`src/rtl/mac_pkg.sv`:
```
// Shared definitions for the MAC datapath.
// Default operand/accumulator widths, their typedefs, and sat_add(). sat_add()
// works on a fixed wide container so that any accumulator width up to
// MAX_ACC_W can use it. It returns {ovf, result}.
package mac_pkg;

  localparam int unsigned DATA_W    = 8;
  localparam int unsigned ACC_W     = 32;
  localparam int unsigned MAX_ACC_W = 64;
  localparam int unsigned IDX_W     = $clog2(MAX_ACC_W + 1);

  typedef logic signed [DATA_W-1:0] operand_t;
  typedef logic signed [ACC_W-1:0]  acc_t;

  // acc_x and p_x are sign-extended to MAX_ACC_W+1 bits. The operands fit in
  // acc_w bits, so their sum fits in acc_w+1 bits and bit acc_w is its true
  // sign. Overflow means bit acc_w differs from bit acc_w-1.
  function automatic logic [MAX_ACC_W:0] sat_add(input logic [MAX_ACC_W:0] acc_x,
                                                 input logic [MAX_ACC_W:0] p_x,
                                                 input int unsigned       acc_w,
                                                 input bit                saturate);
    logic [MAX_ACC_W:0] sum;
    logic [MAX_ACC_W:0] lim;
    logic [IDX_W-1:0]   msb;
    logic [IDX_W-1:0]   msb_m1;
    logic               hit;
    sum    = acc_x + p_x;
    msb    = IDX_W'(acc_w);
    msb_m1 = msb - IDX_W'(1);
    hit    = sum[msb] ^ sum[msb_m1];
    // The low acc_w bits of lim form the most negative value.
    // The low acc_w bits of lim-1 form the most positive value.
    lim         = '0;
    lim[msb_m1] = 1'b1;
    if (hit && saturate) begin
      sum = sum[msb] ? lim : lim - (MAX_ACC_W + 1)'(1);
    end
    return {hit, sum[MAX_ACC_W-1:0]};
  endfunction

endpackage

```
`src/rtl/mac_mult.sv`:
```
// Combinational signed DATA_W x DATA_W -> 2*DATA_W multiplier.
// It is kept separate so that it can be pipelined later or mapped to a DSP block.
// Ports:
//   a, b : signed operands
//   p    : full-width signed product (never overflows)
module mac_mult #(
  parameter int unsigned DATA_W = 8
) (
  input  logic signed [DATA_W-1:0]   a,
  input  logic signed [DATA_W-1:0]   b,
  output logic signed [2*DATA_W-1:0] p
);

  logic [2*DATA_W-1:0] a_x;
  logic [2*DATA_W-1:0] b_x;

  // Sign-extend both operands to the product width. The low 2*DATA_W bits of
  // the two's-complement product are then exact.
  assign a_x = {{DATA_W{a[DATA_W-1]}}, a};
  assign b_x = {{DATA_W{b[DATA_W-1]}}, b};
  assign p   = $signed(a_x * b_x);

endmodule

```
`src/rtl/mac_unit.sv`:
```
// Signed multiply-accumulate leaf for the matrix engine processing elements.
// Ports:
//   clk   : clock, rising edge
//   rst_n : synchronous reset, ACTIVE-HIGH (name kept from existing codebase)
//   en    : accumulate a*b this edge
//   clr   : synchronous clear of acc and ovf (beats en)
//   a, b  : signed operands
//   acc   : registered signed accumulator
//   ovf   : registered sticky overflow flag
// SATURATE=0 wraps on overflow. SATURATE=1 clamps to the signed min/max.
import mac_pkg::*;

module mac_unit #(
  parameter int unsigned DATA_W   = mac_pkg::DATA_W,
  parameter int unsigned ACC_W    = mac_pkg::ACC_W,
  parameter bit          SATURATE = 1'b0
) (
  input  logic                     clk,
  input  logic                     rst_n,
  input  logic                     en,
  input  logic                     clr,
  input  logic signed [DATA_W-1:0] a,
  input  logic signed [DATA_W-1:0] b,
  output logic signed [ACC_W-1:0]  acc,
  output logic                     ovf
);

  if (ACC_W < 2 * DATA_W || ACC_W > MAX_ACC_W) begin : g_bad_cfg
    $error("mac_unit: ACC_W must be within [2*DATA_W, MAX_ACC_W]");
  end

  logic signed [2*DATA_W-1:0] prod;
  logic [MAX_ACC_W:0]         acc_x;
  logic [MAX_ACC_W:0]         p_x;
  logic signed [ACC_W-1:0]    acc_d, acc_q;
  logic                       ovf_d, ovf_q;

  mac_mult #(
    .DATA_W(DATA_W)
  ) u_mult (
    .a(a),
    .b(b),
    .p(prod)
  );

  assign acc_x = {{(MAX_ACC_W + 1 - ACC_W){acc_q[ACC_W-1]}}, acc_q};
  assign p_x   = {{(MAX_ACC_W + 1 - 2 * DATA_W){prod[2*DATA_W-1]}}, prod};

  // Priority: clr > en > hold. Reset is handled in the register below.
  // When en is low, the product is not selected, so X values on a/b cannot reach acc.
  always_comb begin
    acc_d = acc_q;
    ovf_d = ovf_q;
    if (clr) begin
      acc_d = '0;
      ovf_d = 1'b0;
    end else if (en) begin
      acc_d = ACC_W'(sat_add(acc_x, p_x, ACC_W, SATURATE));
      ovf_d = ovf_q | 1'(sat_add(acc_x, p_x, ACC_W, SATURATE) >> MAX_ACC_W);
    end
  end

  always_ff @(posedge clk) begin
    if (rst_n) begin
      acc_q <= '0;
      ovf_q <= 1'b0;
    end else begin
      acc_q <= acc_d;
      ovf_q <= ovf_d;
    end
  end

  assign acc = acc_q;
  assign ovf = ovf_q;

endmodule

```
`config.mk`:
```
export PLATFORM = sky130hd
export DESIGN_NAME = mac_unit
export DESIGN_NICKNAME = d
export VERILOG_FILES = /design/src/rtl/mac_pkg.sv /design/src/rtl/mac_mult.sv /design/src/rtl/mac_unit.sv
export SDC_FILE = /design/constraint.sdc
export NUM_CORES = 1
export LEC_CHECK = 0
export ABC_AREA = 1
export BUFFER_PORTS_ARGS = -buffer_cell sky130_fd_sc_hd__buf_2
export CELL_PAD_IN_SITES_DETAIL_PLACEMENT = 1
export CELL_PAD_IN_SITES_GLOBAL_PLACEMENT = 1
export CORE_MARGIN = 10
export CORE_UTILIZATION = 40
export DETAILED_ROUTE_END_ITERATION = 12
export PLACE_DENSITY_LB_ADDON = 0.1
export REMOVE_ABC_BUFFERS = 1
export SLEW_MARGIN = 20
export SYNTH_ARGS = -nofsm -noshare
export SYNTH_HDL_FRONTEND = slang
export SYNTH_SLANG_ARGS = --single-unit
```
`constraint.sdc`:
```
create_clock -name clk -period 5.08 [get_ports clk]
set_input_delay 0.508 -clock clk [delete_from_list [all_inputs] [get_ports clk]]
set_output_delay 0.508 -clock clk [all_outputs]
set_load 0.01 [all_outputs]
```
==> results.cfg, run 1 <==
[worst_setup_path]
required_ns = 5.27
worst-setup-path-type = in2reg
endpoint_kind = flop
start_kind = input pin
timing.reg2reg.setup_slack_ns = 0.45
highest_net_fanout_along_the_worst_path = 12
worst-endpoint-arrival_ns = 5.01

[detailed_routing]
dr_total_vias = 6119
detailed_route_vias_per_instance = 4.78
detailedRoute.firstPassIterationCount = 4
remaining_drc_errors = 0
drt_iter0_markers = 172
routed_wl_um = 21400
final_antenna_violating_net_count = 0
wl_per_cell_um = 16.7

[sta]
timing.final.hold_violations = 0
report.final.setup_viol = 0
tcrit_tclk_final = 0.950
maxSlewHeadroom = 0.292
max_slew.worst_pin.slew_ns = 1.06
min_period_ns = 4.82
postLayoutSetupSlackWorst_ns = 0.256
final.setup.tns_ns = 0
final.setup_skew_ns = 0.00958
clock.fmax_mhz = 207
final-max-slew-violation-count = 0

[status]
status = finished clean

[grt]
gr-usage-all-layers = 0.186
grt_start_max_net_pins = 40
first_global_vias = 6856
grt_antenna_before_repair = 0
grt_pass1_wl_um = 35700
grt_ovf = 0

[clock_tree]
root_buffer = clkbuf_16
cts_max_level = 2
clk-insertion-delay-late_ns = 0.30
numClockSinks = 33
cts_inserted_buffers = 5
clock_tree.buffer_depth = 2
clkTransAtPathRegs_ns = 0.07
clock_tree_from_tritoncts = built

[floorplanning]
rows = 49
die_h_um = 155
dieArea_um2 = 23900
core-area_um2 = 17900
ios = 53
floorplan.initialDensity = 0.405
die_w_um = 155

[logic_synthesis]
synthCells = 902
post_synthesis_instance_area_um2 = 7250
synth.yosys.warnings = 0
synth_area_per_cell_um2 = 8.03
synth.yosys.seq_area_share = 0.0912
synth_seq_cells = 33
synth_cell_type_count = 36

[layout]
layout_common_cells = inv_1 (200), nand2_1 (187), fa_1 (137)
antenna_cells_inserted = 0
layout-drive-gt1-share = 0.224
finalNonFillerCells = 1281
final_nets = 1283
layout_commonest_cell = inv_1
area_growth_pct = 25.5

[placed_design]
pre_cts_ws_ns = -0.328
io_buffer_count = 52
numPlacedInstances = 1272
routabilityCongestion = 0.849
hpwl_um = 18500

[run]
drv_cap = 0

[hold_path]
holdCritPathClass = reg2reg
## through the flow
step	utilization	area (um^2)	hold slack [ns]
2_1_floorplan	-	7120	0.502
3_3_place_gp	0.483	8640	0.473
3_5_place_dp	0.483	8640	0.483
4_1_cts	0.493	8820	0.494
5_1_grt	0.508	9090	0.507
6_report	0.508	9090	0.496
## state kept, by name (all words and copies together), names as in the netlist
name	flops
acc	32
ovf	1
## layer usage
| layer | up-vias | GRT usage | wire, um |
|---|---|---|---|
| met5 | - | 0 | 0 |
| met4 | 0 | 0.0481 | 471 |
| met3 | 23 | 0.0230 | 540 |
| met2 | 62 | 0.343 | 11500 |
| met1 | 3036 | 0.221 | 8970 |
| li1 | 2998 | - | - |
## worst max-delay path, cell delays in order
cell and delay (ns):
buf_2 0.15, buf_4 0.14, nand2_1 0.06, fa_1 0.53, fa_2 0.59, inv_1 0.08
buf_12 0.16, fa_2 0.58, fa_2 0.44, ha_1 0.32, ha_4 0.31, nand2_2 0.09
nor2_4 0.16, nand2_1 0.11, nor3b_4 0.19, nand2_2 0.09, nand2_1 0.09, nand2_1 0.05
nand2_1 0.10, nand2_1 0.06, o211ai_1 0.11, inv_1 0.06
## cells in the mapped netlist, drive strengths merged
cell type  count  share of area
nor3           2         0.0014
nand2        199           0.10
inv          201           0.10
a31o           1         0.0012
xor2          13          0.016
fa           140           0.39
dfxtp         33          0.091
ha            72           0.12
a21oi         39          0.028
o21ai         28          0.020
nor4           3         0.0026
buf            3         0.0033
nor3b          1         0.0017
a21o           2         0.0021
clkinv         2         0.0010
o21bai         9         0.0093
xnor2          7         0.0085
a31oi          1        0.00086
clkbuf        21          0.014
nand4          3         0.0026
nor2          86          0.048
and2           3         0.0026
or2            1        0.00086
nand3         27          0.021
o211ai         5         0.0052
## cell families (layout without fill, tap and decap cells)
group,Yosys count,count (layout),share of synthesized area
compound gates,85,85,0.0665
xor+xnor,20,20,0.0242
fa+ha+maj,212,212,0.511
flops,33,33,0.0912
simple gates,325,325,0.185
buf+inv,227,377,0.122
## final timing paths
check	endpoint	start	cells past startpoint
setup / recovery	acc[31]	a[7]	22
setup reg to reg	acc[21]	acc[6]	20
hold / removal	acc[0]	acc[0]	2
hold reg to reg	acc[0]	acc[0]	2
## what timing repair did
| action | in CTS | in global routing |
|---|---|---|
| pin swaps | 0 | 11 |
| setup buffers | 0 | 1 |
| endpoints found under the setup margin | 4 | 20 |
| gates resized for setup | 2 | 53 |
| hold buffers | 0 | 0 |
## final cells by class
type	count	area (um^2)
Multi-Input combinational cell	642	5970
Sequential cell	33	661
Clock buffer	5	125
Timing Repair Buffer	166	1240
Clock inverter	3	46.3
Fill cell	2201	8810
Tap cell	229	287
Inverter	203	762
Power of run 1 is not shown: default switching activity piles up to over one toggle a cycle in this logic, so the estimate is an artifact.
==> run 2: changes to the inputs <==
--- a/config.mk
+++ b/config.mk
@@ -12,7 +12,7 @@
 export CORE_MARGIN = 10
 export CORE_UTILIZATION = 40
 export DETAILED_ROUTE_END_ITERATION = 12
-export PLACE_DENSITY_LB_ADDON = 0.1
+export PLACE_DENSITY = 0.72
 export REMOVE_ABC_BUFFERS = 1
 export SLEW_MARGIN = 20
 export SYNTH_ARGS = -nofsm -noshare
==> run 2 against run 1 <==
Compared with the run above:
- register-to-register slack improved by 0.02 ns
- setup slack lost 0.077 ns
- routed wire length grew 4.7%
- critical endpoint is now acc[22]
- flip-flop and latch count is the same
- non-clock buffer count down 8
- critical path depth is the same
- cell count decreased by 0.70%
==> results.cfg, run 2 (synthesis gave the netlist of run 1 again) <==
[status]
status = finished clean

[sta]
maxSlewHeadroom = 0.327
min_period_ns = 4.90
final.setup_skew_ns = 0.00419
timing.final.hold_violations = 0
report.final.setup_viol = 0
final-max-slew-violation-count = 0
max_slew.worst_pin.slew_ns = 1.01
clock.fmax_mhz = 204
grt_setup_unrepaired = true
whs_ns = 0.493
tcrit_tclk_final = 0.965

[clock_tree]
clk-insertion-delay-late_ns = 0.29
clock_tree_from_tritoncts = built
root_buffer = clkbuf_16
cts_inserted_buffers = 5
cts_hold_buffers = 0
cts_max_level = 2
numClockSinks = 33
clkTransAtPathRegs_ns = 0.06
clock_tree.buffer_depth = 2

[floorplanning]
core-area_um2 = 17900
die_h_um = 155
dieArea_um2 = 23900
ios = 53
floorplan.initialDensity = 0.405
rows = 49
die_w_um = 155

[worst_setup_path]
cp_top_family = adder cells
worstPathCellList = buf_2 -> clkinv_1 -> or2_4 -> fa_1 -> fa_1 -> inv_1 -> fa_1 -> fa_1 -> inv_1 -> fa_1 -> inv_1 -> ha_4 -> nand3_1 -> nand2_2 -> a21oi_2 -> o21ai_2 -> nand3_1 -> nand2_1 -> xnor2_1 -> nand2_1 -> nand2_1 -> inv_1
cpMaxStageDelayCell = fa_1
worst-endpoint-arrival_ns = 5.09
path_common_cell = fa_1
start_kind = input pin
worstPathBufferInverterCount = 6
endpoint_kind = flop
worst-setup-path-type = in2reg
required_ns = 5.27
highest_net_fanout_along_the_worst_path = 4
crit_path_max_incr_delay_ns = 0.56

[placed_design]
numPlacedInstances = 1261
hpwl_um = 18700
placed_cell_area_um2 = 8590
io_buffer_count = 52
routabilityCongestion = 0.922

[detailed_routing]
drt_iter0_markers = 146
routed_wl_um = 22500
dr_total_vias = 6238
detailedRoute.firstPassIterationCount = 4
wl_per_cell_um = 17.7
detailed_route_vias_per_instance = 4.90
remaining_drc_errors = 0
final_antenna_violating_net_count = 0

[grt]
grt_ovf = 0
grt_antenna_before_repair = 0
grt_start_max_net_pins = 40
first_global_vias = 7138
globalRouteMet2Util = 0.352
globalRoute.busiestLayer = met2
gr-usage-all-layers = 0.187
grtUsageMet3 = 0.0189
grt_pass1_wl_um = 36100
global_route.usage.met1 = 0.218

[layout]
largest_register_ff_count = 32
finalNonFillerCells = 1272
finish.instance_area_um2 = 9240
area_growth_pct = 27.6
antenna_cells_inserted = 0
final_nets = 1275
layout-drive-gt1-share = 0.253
layout_commonest_cell = inv_1
utilization = 0.516
layout_common_cells = inv_1 (200), nand2_1 (176), fa_1 (136)

[hold_path]
holdCritPathClass = reg2reg

[run]
drv_cap = 0
[run 2: changes by cell type in the layout (fill, tap and decap cells not counted), sizes merged]
cell,change
clkbuf,+3
clkinvlp,-1
bufinv,-1
buf,-9
inv,-1
[run 2: per-layer routing]
layer  routed length (um)  share of wire  vias up
li1                     -              -     2973
met1                 9100           0.41     3140
met2                12200           0.54       87
met3                  528          0.024       38
met4                  615          0.027        0
met5                    0              0        -
[run 2: what timing repair did]
item	in CTS	in global routing
pin swaps	1	24
setup endpoints to repair	8	22
gates resized for setup	2	98
buffers inserted	1	3
endpoints found under the hold margin	0	0
[run 2: path summary, 6_finish.rpt]
| check | start | to | slack [ns] | cells past startpoint |
|---|---|---|---|---|
| setup reg to reg | acc[6] | acc[17] | 0.47 | 21 |
| hold reg to reg | acc[0] | acc[0] | 0.49 | 2 |
| hold / removal | acc[0] | acc[0] | 0.49 | 2 |
| setup / recovery | b[7] | acc[22] | 0.18 | 22 |
[run 2: worst min-delay path, delay by kind of cell (launching register included)]
| family | cells | cell delay, ns |
|---|---|---|
| AO/OA/AOI/OAI | 1 | 0.05 |
| AND/OR/NAND/NOR | 1 | 0.07 |
| flip-flops | 1 | 0.33 |
[run 2: cell type report]
cell class | count | area [um^2]
well taps | 229 | 287
clock buffers | 7 | 143
flip-flops and latches | 33 | 661
multi-input cells | 642 | 6180
inverters | 203 | 762
fillers | 2190 | 8660
repair buffers | 158 | 1210
[run 2: stage by stage]
stage                     setup WS (ns)  setup TNS [ns]
after floorplan                  -0.119           -1.11
after global placement           -0.216           -2.98
after detailed placement         -0.327           -4.73
after CTS                      -0.00772         -0.0114
after global routing            -0.0648          -0.164
final                             0.179               0
Power of run 2 is left out for the same reason.
==> run 3: changes to the inputs <==
--- a/config.mk
+++ b/config.mk
@@ -5,14 +5,13 @@
 export SDC_FILE = /design/constraint.sdc
 export NUM_CORES = 1
 export LEC_CHECK = 0
-export ABC_AREA = 1
 export BUFFER_PORTS_ARGS = -buffer_cell sky130_fd_sc_hd__buf_2
 export CELL_PAD_IN_SITES_DETAIL_PLACEMENT = 1
 export CELL_PAD_IN_SITES_GLOBAL_PLACEMENT = 1
 export CORE_MARGIN = 10
 export CORE_UTILIZATION = 40
 export DETAILED_ROUTE_END_ITERATION = 12
-export PLACE_DENSITY = 0.72
+export PLACE_DENSITY = 0.66
 export REMOVE_ABC_BUFFERS = 1
 export SLEW_MARGIN = 20
 export SYNTH_ARGS = -nofsm -noshare
==> constraint.sdc (replaced) <==
create_clock -name clk -period 5.87 [get_ports clk]
set_input_delay 0.587 -clock clk [delete_from_list [all_inputs] [get_ports clk]]
set_output_delay 0.587 -clock clk [all_outputs]
set_load 0.01 [all_outputs]
==> run 3 against run 2 <==
Compared with the run above:
- non-clock buffer count down 63
- register-to-register slack better by 0.11 ns
- hold slack lost 0.029 ns
- synthesized cell count decreased by 27%
- largest cell class unchanged
==> results.cfg, run 3 <==
[status]
status = finished clean

[worst_setup_path]
highest_net_fanout_along_the_worst_path = 8
cp-startpoint = a[0]
timing.reg2reg.setup_slack_ns = 0.58
required_ns = 6.05
reg2reg_to = ovf
start_kind = input pin
timing.reg2reg.worst_path_depth = 18
endpoint_kind = flop
worst-endpoint-arrival_ns = 5.78
rr_startpoint = acc[6]
worst-setup-path-type = in2reg

[hold_path]
number_of_instances_on_the_worst_hold_path = 2
hold_start = ovf
holdCritPathClass = reg2reg
min_to = ovf

[sta]
clock.fmax_mhz = 178
max_slew.worst_pin.slew_ns = 0.746
maxSlewHeadroom = 0.503
whs_ns = 0.463
min_period_ns = 5.60
final.setup_skew_ns = 0.0123
grt_setup_unrepaired = false
report.final.setup_viol = 0
timing.final.hold_violations = 0
tcrit_tclk_final = 0.955
final-max-slew-violation-count = 0
final.setup.tns_ns = 0

[logic_synthesis]
synth_cell_type_count = 57
synth.yosys.warnings = 0
synthCells = 660
multiplexer_fraction_of_the_synthesized_cell_area = 0.0343
synth_top_cell_area_share = 0.418
leading_cell_type_by_number_of_instances_after_synthesis = fa_1
fraction_of_registers_with_async_set_or_reset_after_synthesis = 0
synth_seq_cells = 33
synth_xor_area_frac = 0.0366
netlist.top_cell.by_area = fa_1
synthAdderAreaFrac = 0.552
post_synth_main_area_contributors = fa_1 (42%), ha_1 (13%), dfxtp_1 (9.9%)
synth_area_per_cell_um2 = 10.2
synth-compound-area-share = 0.102
synthFlopType = dfxtp_1
post_synth_and_or_nand_nor_area_fraction = 0.113
post_synthesis_instance_area_um2 = 6710
synth.yosys.seq_area_share = 0.0985
synth_common_cells = fa_1 (140), inv_1 (102), ha_1 (72)
synth_top_family_by_area = adder cells
synth_enable_flop_cells = 0

[clock_tree]
root_buffer = clkbuf_16
cts_inserted_buffers = 5
post_cts_repair_timing_setup_buffer_count = 0
numClockSinks = 33
clk-insertion-delay-late_ns = 0.29
cts_max_level = 2
clock_tree.buffer_depth = 2
clkTransAtPathRegs_ns = 0.06
clock_tree_from_tritoncts = built

[detailed_routing]
remaining_drc_errors = 0
detailedRoute.firstPassIterationCount = 4
wl_per_cell_um = 18.1
detailed_route_vias_per_instance = 5.09
final_antenna_violating_net_count = 0
dr_total_vias = 4959
drt_iter0_markers = 139
routed_wl_um = 17600

[layout]
layout-drive-gt1-share = 0.162
final_nets = 986
largest_register_ff_count = 32
layout_common_cells = fa_1 (140), inv_1 (102), ha_1 (72)
layout_commonest_cell = fa_1
antenna_cells_inserted = 0
area_growth_pct = 15.4
fill_cell_total_of_the_finished_layout = 1851

[floorplanning]
die_h_um = 149
core-area_um2 = 16500
dieArea_um2 = 22300
die_w_um = 149
floorplan.initialDensity = 0.406
rows = 47
ios = 53

[grt]
grt_antenna_before_repair = 0
grt_start_max_net_pins = 37
grt_pass1_wl_um = 30500
gr-usage-all-layers = 0.168
first_global_vias = 5949
grt_ovf = 0

[placed_design]
io_buffer_count = 52
routabilityCongestion = 0.864
hpwl_um = 15300

[run]
drv_cap = 0
[run 3: cell types whose count changed in the layout (fill, tap and decap cells not counted), moves of 19 or more]
| cell | change |
|---|---|
| and2_1 | +32 |
| nand2_1 | -133 |
| nand2_2 | -22 |
| mux2i_1 | +23 |
| ha_1 | +25 |
| inv_1 | -98 |
| nor2_1 | -24 |
| buf_4 | -54 |
| ha_4 | -19 |
[run 3: kinds of logic (layout without fill, tap and decap cells)]
kind of cell,Yosys count,in the layout
flops,33,33
xor+xnor,28,28
simple gates,155,155
fa+ha+maj,212,212
mux,23,23
compound gates,98,98
buf+inv,111,206
[run 3: worst max path at each step]
stage / end / slack [ns] / cells after the start
after CTS: acc[30] / 0.22 / 19
after global placement: ovf / 0.07 / 19
after detailed placement: acc[30] / -0.04 / 19
after global routing: ovf / 0.03 / 19
final: ovf / 0.27 / 19
after floorplan: ovf / -0.56 / 19
[run 3: cell type report]
class | instances | area [um^2] | share of cell area
flip-flops and latches | 33 | 661 | 0.0854
well taps | 220 | 275 | 0.0356
clock inverters | 3 | 46.3 | 0.00598
multi-input cells | 516 | 5620 | 0.727
inverters | 103 | 387 | 0.0500
clock buffers | 5 | 125 | 0.0162
repair buffers | 95 | 621 | 0.0802
[run 3: routing by layer]
metal  track usage  routed length [um]  part of all wire
met2         0.320                9560              0.54
met4        0.0240                 166            0.0094
met1         0.198                7390              0.42
met5             0                   0                 0
met3        0.0232                 523             0.030
[run 3: worst max-delay path, cell delays in order]
cell,delay (ns)
buf_2,0.15
nand2b_1,0.17
fa_1,0.48
fa_1,0.58
inv_1,0.07
fa_1,0.52
fa_1,0.56
inv_1,0.06
fa_1,0.51
inv_1,0.04
ha_1,0.34
o211a_1,0.15
a211oi_2,0.24
o221ai_2,0.14
a211o_1,0.35
a31o_1,0.25
a311oi_2,0.33
xnor2_1,0.17
o21ai_1,0.07
[run 3: stage by stage]
stage | instances | worst slack [ns] | utilization | cell area [um^2]
6_report | 975 | 0.266 | 0.468 | 7740
5_1_grt | 975 | 0.0285 | 0.468 | 7740
4_1_cts | 975 | 0.221 | 0.468 | 7730
3_5_place_dp | 967 | -0.0387 | 0.458 | 7560
3_3_place_gp | 967 | 0.0689 | 0.458 | 7560
2_1_floorplan | 652 | -0.556 | - | 6670
[run 3: timing repair]
action                                  4_1_cts  5_1_grt
endpoints found under the setup margin        0        1
hold buffers                                  0        0
gates resized for setup                       0        2
Power of run 3 is left out for the same reason.
